File: src/rtl/pulse_meter_pkg.sv
// -----------------------------------------------------------------------------
// pulse_meter_pkg
// Shared definitions for the pulse rate meter:
//   - meter_state_e : measurement FSM states (IDLE, COUNT)
//   - WIDE_ZERO / WIDE_ONE : zero/one constants wide enough for any supported
//     counter width; users slice them down to their own width.
// -----------------------------------------------------------------------------
package pulse_meter_pkg;

    typedef enum logic [0:0] {
        IDLE  = 1'b0,
        COUNT = 1'b1
    } meter_state_e;

    // Widest counter supported by the width-derived constants below.
    localparam int MAX_WIDTH = 64;

    localparam logic [MAX_WIDTH-1:0] WIDE_ZERO = 64'd0;
    localparam logic [MAX_WIDTH-1:0] WIDE_ONE  = 64'd1;

endpackage

File: src/rtl/window_timer.sv
// -----------------------------------------------------------------------------
// window_timer
// Loadable down-counter that measures one window in clock cycles and flags the
// window's final cycle.
// Ports:
//   clock   in  rising-edge clock
//   reset_n in  asynchronous active-low reset (counter cleared to 0)
//   load    in  load counter with length (0 treated as 1)
//   clear   in  force counter to 0 (lower priority than load)
//   length  in  window length in clock cycles
//   last    out high during the final cycle of the window (counter == 1)
// -----------------------------------------------------------------------------
module window_timer
    import pulse_meter_pkg::*;
#(
    parameter int WIDTH = 16
) (
    input  logic             clock,
    input  logic             reset_n,
    input  logic             load,
    input  logic             clear,
    input  logic [WIDTH-1:0] length,
    output logic             last
);

    localparam logic [WIDTH-1:0] CNT_ZERO = WIDE_ZERO[WIDTH-1:0];
    localparam logic [WIDTH-1:0] CNT_ONE  = WIDE_ONE[WIDTH-1:0];

    logic [WIDTH-1:0] rem_r;
    logic [WIDTH-1:0] rem_next_s;
    logic             last_r;

    // Next remaining-cycles value: load, clear, or count down to zero.
    always_comb begin
        rem_next_s = rem_r;
        if (load) begin
            // A zero length would never reach the final-cycle flag.
            rem_next_s = (length == CNT_ZERO) ? CNT_ONE : length;
        end else if (clear) begin
            rem_next_s = CNT_ZERO;
        end else if (rem_r != CNT_ZERO) begin
            rem_next_s = rem_r - CNT_ONE;
        end else begin
            rem_next_s = rem_r;
        end
    end

    // Counter register; the final-cycle flag is decoded from the next value so
    // it comes straight out of a flop.
    always_ff @(posedge clock or negedge reset_n) begin
        if (!reset_n) begin
            rem_r  <= CNT_ZERO;
            last_r <= 1'b0;
        end else begin
            rem_r  <= rem_next_s;
            last_r <= (rem_next_s == CNT_ONE);
        end
    end

    assign last = last_r;

endmodule

File: src/rtl/pulse_rate_meter.sv
// -----------------------------------------------------------------------------
// pulse_rate_meter
// Counts high cycles of pulses_in over back-to-back windows of window_length
// clock cycles and presents each window's count on a valid/ready output.
// A result arriving while the previous one is still unconsumed is dropped and
// flagged on the sticky overrun output.
// Ports:
//   clock         in  sole clock, rising edge
//   reset_n       in  asynchronous active-low reset
//   enable        in  1 = measure continuously, 0 = idle (partial window lost)
//   restart       in  abort and restart current window, clears overrun
//   window_length in  window length in cycles, sampled at each window start
//   pulses_in     in  event input, one event per high cycle
//   out_valid     out out_count holds an unconsumed result
//   out_ready     in  consumer accepts result when high with out_valid
//   out_count     out events in the last completed window
//   overrun       out sticky: a completed result was dropped
// Build option:
//   PULSE_RATE_METER_SATURATE_EN defined -> accumulator saturates at all-ones;
//   otherwise it wraps modulo 2^WORD_WIDTH.
// -----------------------------------------------------------------------------
module pulse_rate_meter
    import pulse_meter_pkg::*;
#(
    parameter int WORD_WIDTH   = 16,
    parameter int WINDOW_WIDTH = 16
) (
    input  logic                    clock,
    input  logic                    reset_n,
    input  logic                    enable,
    input  logic                    restart,
    input  logic [WINDOW_WIDTH-1:0] window_length,
    input  logic                    pulses_in,
    output logic                    out_valid,
    input  logic                    out_ready,
    output logic [WORD_WIDTH-1:0]   out_count,
    output logic                    overrun
);

    localparam logic [WORD_WIDTH-1:0] ACC_ZERO = WIDE_ZERO[WORD_WIDTH-1:0];
    localparam logic [WORD_WIDTH-1:0] ACC_ONE  = WIDE_ONE[WORD_WIDTH-1:0];
    localparam logic [WORD_WIDTH-1:0] ACC_FULL = ~ACC_ZERO;

    // Accumulator increment, wrapping or saturating depending on the build.
    function automatic logic [WORD_WIDTH-1:0] acc_inc(
        input logic [WORD_WIDTH-1:0] value,
        input logic                  pulse
    );
`ifdef PULSE_RATE_METER_SATURATE_EN
        if (pulse && (value != ACC_FULL)) begin
            return value + ACC_ONE;
        end else begin
            return value;
        end
`else
        if (pulse) begin
            return value + ACC_ONE;
        end else begin
            return value;
        end
`endif
    endfunction

    meter_state_e          state_r;
    meter_state_e          state_next_s;
    logic [WORD_WIDTH-1:0] acc_r;
    logic [WORD_WIDTH-1:0] acc_next_s;
    logic [WORD_WIDTH-1:0] result_s;
    logic                  timer_load_s;
    logic                  timer_clear_s;
    logic                  timer_last_s;
    logic                  complete_s;
    logic                  out_valid_r;
    logic                  out_valid_next_s;
    logic [WORD_WIDTH-1:0] out_count_r;
    logic [WORD_WIDTH-1:0] out_count_next_s;
    logic                  overrun_r;
    logic                  overrun_next_s;

    window_timer #(
        .WIDTH (WINDOW_WIDTH)
    ) u_window_timer (
        .clock   (clock),
        .reset_n (reset_n),
        .load    (timer_load_s),
        .clear   (timer_clear_s),
        .length  (window_length),
        .last    (timer_last_s)
    );

    // Count including the current cycle's pulse; on a final cycle this is the
    // window result.
    assign result_s = acc_inc(acc_r, pulses_in);

    // Next-state, timer control and accumulator update.
    always_comb begin
        state_next_s  = state_r;
        timer_load_s  = 1'b0;
        timer_clear_s = 1'b0;
        acc_next_s    = ACC_ZERO;
        complete_s    = 1'b0;
        case (state_r)
            IDLE: begin
                if (enable) begin
                    state_next_s = COUNT;
                    timer_load_s = 1'b1;
                end else begin
                    timer_clear_s = 1'b1;
                end
            end
            COUNT: begin
                if (!enable) begin
                    // Partial window is thrown away.
                    state_next_s  = IDLE;
                    timer_clear_s = 1'b1;
                end else if (restart) begin
                    // Beats window completion; this cycle's pulse is dropped.
                    timer_load_s = 1'b1;
                end else if (timer_last_s) begin
                    // Next window starts right away, no gap cycle.
                    timer_load_s = 1'b1;
                    complete_s   = 1'b1;
                end else begin
                    acc_next_s = result_s;
                end
            end
            default: begin
                state_next_s  = IDLE;
                timer_clear_s = 1'b1;
            end
        endcase
    end

    // Output handshake and sticky overrun.
    always_comb begin
        out_valid_next_s = out_valid_r;
        out_count_next_s = out_count_r;
        overrun_next_s   = overrun_r;
        if (complete_s && (!out_valid_r || out_ready)) begin
            out_valid_next_s = 1'b1;
            out_count_next_s = result_s;
        end else if (out_valid_r && out_ready) begin
            out_valid_next_s = 1'b0;
        end else begin
            out_valid_next_s = out_valid_r;
        end
        if (restart) begin
            overrun_next_s = 1'b0;
        end else if (complete_s && out_valid_r && !out_ready) begin
            overrun_next_s = 1'b1;
        end else begin
            overrun_next_s = overrun_r;
        end
    end

    // State, accumulator and output registers.
    always_ff @(posedge clock or negedge reset_n) begin
        if (!reset_n) begin
            state_r     <= IDLE;
            acc_r       <= ACC_ZERO;
            out_valid_r <= 1'b0;
            out_count_r <= ACC_ZERO;
            overrun_r   <= 1'b0;
        end else begin
            state_r     <= state_next_s;
            acc_r       <= acc_next_s;
            out_valid_r <= out_valid_next_s;
            out_count_r <= out_count_next_s;
            overrun_r   <= overrun_next_s;
        end
    end

    assign out_valid = out_valid_r;
    assign out_count = out_count_r;
    assign overrun   = overrun_r;

endmodule

File: config.mk
export PLATFORM = sky130hd
export DESIGN_NAME = pulse_rate_meter
export DESIGN_NICKNAME = d
export VERILOG_FILES = /design/src/rtl/pulse_meter_pkg.sv /design/src/rtl/window_timer.sv /design/src/rtl/pulse_rate_meter.sv
export SDC_FILE = /design/constraint.sdc
export NUM_CORES = 1
export LEC_CHECK = 0
export BUFFER_PORTS_ARGS = -buffer_cell sky130_fd_sc_hd__buf_4
export CAP_MARGIN = 20
export CORE_MARGIN = 2
export CORE_UTILIZATION = 35
export CTS_CLUSTER_SIZE = 10
export DETAILED_ROUTE_END_ITERATION = 16
export SYNTH_ARGS = -nofsm -noshare
export SYNTH_HDL_FRONTEND = slang
export SYNTH_SLANG_ARGS = --single-unit
File: constraint.sdc
create_clock -name clock -period 2.64 [get_ports clock]
set_clock_uncertainty 0.15 [all_clocks]
set_input_delay 0.528 -clock clock [delete_from_list [all_inputs] [get_ports clock]]
set_output_delay 0.528 -clock clock [all_outputs]
set_load 0.1 [all_outputs]
==> run_summary.xml <==
<?xml version="1.0" encoding="UTF-8"?>
<metrics>
  <group name="run_status">
    <metric name="status" unit="">complete, but fails checks</metric>
    <metric name="failing_checks" unit="">setup timing</metric>
  </group>
  <group name="pwr">
    <metric name="cellPowerDensity" unit="nW/µm²">590</metric>
    <metric name="leakagePower" unit="nW">1.60</metric>
    <metric name="vdd_ir_drop_max" unit="V">0.000357</metric>
  </group>
  <group name="floorplanning">
    <metric name="design.die.area" unit="µm²">8280</metric>
    <metric name="std_cell_core_area" unit="µm²">7290</metric>
    <metric name="standard_cell_rows" unit="">31</metric>
    <metric name="die-width" unit="µm">91.0</metric>
    <metric name="initial_core_util" unit="%">36.3</metric>
    <metric name="die-height" unit="µm">91.0</metric>
    <metric name="io_pins" unit="">40</metric>
  </group>
  <group name="sta">
    <metric name="timing.final.hold_violations" unit="">0</metric>
    <metric name="max-slew-margin-rel" unit="%">55.9</metric>
    <metric name="setup_failing_eps_final" unit="">1</metric>
    <metric name="final.period_utilization" unit="%">101</metric>
    <metric name="post-route-min-period" unit="ns">2.66</metric>
    <metric name="drv_slew" unit="">0</metric>
    <metric name="worst-slew-pin-transition" unit="ns">0.662</metric>
    <metric name="rsz0062_at_grt" unit="">yes</metric>
    <metric name="fin_ws" unit="ns">-0.0196</metric>
    <metric name="fmax" unit="MHz">376</metric>
  </group>
  <group name="setup_path">
    <metric name="critical_path.max_fanout" unit="">5</metric>
    <metric name="worstPathArrival" unit="ns">2.75</metric>
    <metric name="worst_setup_ep_type" unit="">flip-flop</metric>
    <metric name="ff2ff_path_depth" unit="">7</metric>
    <metric name="critical_path_class" unit="">flip-flop to flip-flop</metric>
    <metric name="ff2ff_setup_slack" unit="ns">-0.02</metric>
    <metric name="start_kind" unit="">flip-flop</metric>
    <metric name="required" unit="ns">2.73</metric>
  </group>
  <group name="routing">
    <metric name="drtPass1Iterations" unit="">4</metric>
    <metric name="via_per_inst" unit="">5.10</metric>
    <metric name="detail_route.wirelength" unit="mm">6.37</metric>
    <metric name="wl_per_cell" unit="µm">14.5</metric>
    <metric name="num_vias" unit="">2232</metric>
    <metric name="remaining_drc_errors" unit="">0</metric>
    <metric name="antenna_violating_nets_post_route" unit="">0</metric>
    <metric name="drt_first_iter_violations" unit="">68</metric>
  </group>
  <group name="place">
    <metric name="numPlacedInstances" unit="">426</metric>
    <metric name="placement.setup.worst_slack" unit="ns">-0.153</metric>
    <metric name="place_congestion" unit="">0.864</metric>
    <metric name="dp_hpwl" unit="mm">4.71</metric>
    <metric name="numPortBuffers" unit="">39</metric>
  </group>
  <group name="cts">
    <metric name="clk_sinks" unit="">52</metric>
    <metric name="numCtsBuffers" unit="">5</metric>
    <metric name="clk_pin_slew_worst_paths" unit="ns">0.10</metric>
    <metric name="clock_path_buffers" unit="">2</metric>
    <metric name="tritoncts" unit="">done</metric>
    <metric name="clock_tree.htree_level_count" unit="">2</metric>
    <metric name="clockRootBuffer" unit="">clkbuf_8</metric>
    <metric name="clk-insertion-delay-late" unit="ns">0.32</metric>
    <metric name="cts_hold_buffers" unit="">0</metric>
  </group>
  <group name="cells_and_area">
    <metric name="register_area" unit="µm²">1300</metric>
    <metric name="multi_input_area" unit="µm²">1310</metric>
    <metric name="fillers" unit="">736</metric>
    <metric name="antenna_cells_inserted" unit="">0</metric>
    <metric name="area_growth_syn_to_layout" unit="%">29.4</metric>
    <metric name="drive_gt1_share" unit="%">32.2</metric>
    <metric name="finish.net_count" unit="">363</metric>
    <metric name="stdcell_count" unit="">438</metric>
  </group>
  <group name="global_route">
    <metric name="grt_max_degree" unit="">53</metric>
    <metric name="first_global_vias" unit="">2237</metric>
    <metric name="grt_use_total" unit="%">16.0</metric>
    <metric name="antenna_found_initial" unit="">0</metric>
    <metric name="grt-ovfl-total" unit="">0</metric>
    <metric name="grt_pass1_wl" unit="mm">10.6</metric>
  </group>
  <group name="logic_synthesis">
    <metric name="syn_area_per_cell" unit="µm²">10.1</metric>
    <metric name="synth.ff_latch_count" unit="">52</metric>
    <metric name="synth_cell_types" unit="">58</metric>
    <metric name="synth_warnings" unit="">0</metric>
    <metric name="net_count_synth" unit="">287</metric>
    <metric name="synth_flop_cell" unit="">dfrtp_1</metric>
    <metric name="async_reset_ff_share" unit="%">100</metric>
    <metric name="post_synth_inst_count" unit="">262</metric>
    <metric name="synth.yosys.seq_area_share" unit="%">49.1</metric>
    <metric name="cell_area_synth" unit="µm²">2650</metric>
    <metric name="synth_enable_flop_cells" unit="">0</metric>
  </group>
  <group name="min_path">
    <metric name="hold_path.class" unit="">input port to async pin</metric>
  </group>
  <group name="job">
    <metric name="maxCapViolCount" unit="">0</metric>
  </group>
</metrics>
## worst max-delay path, cell delays in order, from the launching register on
cell	delay, ns
dfrtp_1	0.41
inv_2	0.09
ha_1	0.15
nor4b_4	0.28
nand4_2	0.22
a221o_2	0.41
or4_2	0.62
nor4_2	0.25
## state kept, by name, indices dropped and copies added (netlist names)
register / cells
acc_r: 16
out_count: 16
u_window_timer.rem_r: 16
out_valid: 1
overrun: 1
state_r: 1
u_window_timer.last: 1
## cells in the mapped netlist (3+ instances only)
library cell / number / share of area [%]
and3_1: 4 / 0.95
a21o_1: 3 / 0.85
o311ai_0: 3 / 0.99
nor2_1: 49 / 6.9
nor4_1: 7 / 1.7
nand2_1: 12 / 1.7
nand4_1: 5 / 1.2
nand3_1: 8 / 1.5
xor2_1: 9 / 3.0
dfrtp_1: 52 / 49
inv_1: 4 / 0.57
ha_1: 3 / 1.4
nor3_1: 7 / 1.3
mux2i_1: 4 / 1.5
clkbuf_1: 5 / 0.71
a21oi_1: 23 / 4.3
or4_1: 3 / 0.85
xnor2_1: 7 / 2.3
o21ai_0: 7 / 1.3
## final timing paths
kind                                         startpoint                      end
worst max-delay path            u_window_timer.rem_r[1]      u_window_timer.last
worst min-delay path                            reset_n            out_count[12]
worst max register to register  u_window_timer.rem_r[1]      u_window_timer.last
worst min register to register                  overrun                  overrun
max in group asynchronous                       reset_n  u_window_timer.rem_r[8]
min in group clock                               enable                  state_r
## per-stage QoR
stage / setup TNS (ns) / power (mW) / area [µm²] / util, % / hold slack (ns)
final: -0.0196 / 2.02 / 3430 / 47.0 / 0.0825
after global routing: -0.143 / 2.11 / 3430 / 47.0 / 0.151
after CTS: 0 / 2.05 / 3430 / 47.0 / 0.111
after detailed placement: -0.153 / 1.54 / 3270 / 44.9 / 0.372
after global placement: -0.128 / 1.54 / 3270 / 44.9 / 0.350
after floorplan: 0 / 1.33 / 2660 / - / 0.0824
## layout make-up
type	count	share of cell area (%)
clock buffers	5	2.01
inverters	4	0.438
well taps	99	3.62
clock inverters	3	0.657
multi-input cells	197	38.1
flip-flops and latches	52	38.1
repair buffers	78	17.1
## cell usage in the layout (no fill, tap or decap), types with 2 or more instances in the layout
cell / n
o311ai_0: 3
and3_1: 4
or4_1: 2
buf_4: 78
a21o_1: 3
clkbuf_8: 5
or4_2: 2
ha_1: 2
nand4_1: 5
xor2_1: 9
nand4bb_1: 2
nor3_2: 2
dfrtp_1: 50
o311a_1: 2
nand2_1: 12
inv_2: 2
inv_1: 2
nor2_1: 49
mux2i_1: 4
a21oi_1: 23
dfrtp_2: 2
nor4_1: 7
nor2b_1: 2
o21ai_0: 7
or4_4: 2
xnor2_1: 7
nor3_1: 6
nand3_1: 8
## layer usage
layer	vias up	track usage, %	wire length [µm]
li1	1110	-	-
met1	1066	21.4	2950
met2	48	26.5	3010
met3	8	3.07	329
met4	0	4.55	79
met5	-	0	0
## where the power goes
| group | switching, mW | total, mW | internal (mW) | leakage [nW] |
|---|---|---|---|---|
| logic | 0.430 | 0.643 | 0.213 | 0.851 |
| registers | 0.0469 | 0.898 | 0.851 | 0.701 |
| clock network | 0.291 | 0.482 | 0.191 | 0.0485 |
## logic make-up after synthesis
group / count (synthesis) / synth area share, %
simple gates: 120 / 25.8
compound gates: 54 / 13.7
flops: 52 / 49.1
xor+xnor: 16 / 5.29
buf+inv: 13 / 3.17
mux: 4 / 1.51
fa+ha+maj: 3 / 1.42
## what timing repair did
action                                  4_1_cts  5_1_grt
hold endpoints to repair                      0        0
setup buffers                                 4        0
gates resized for setup                       6        0
endpoints found under the setup margin        1        1
pin swaps                                     8        3
(Power assumes the default switching activity.)
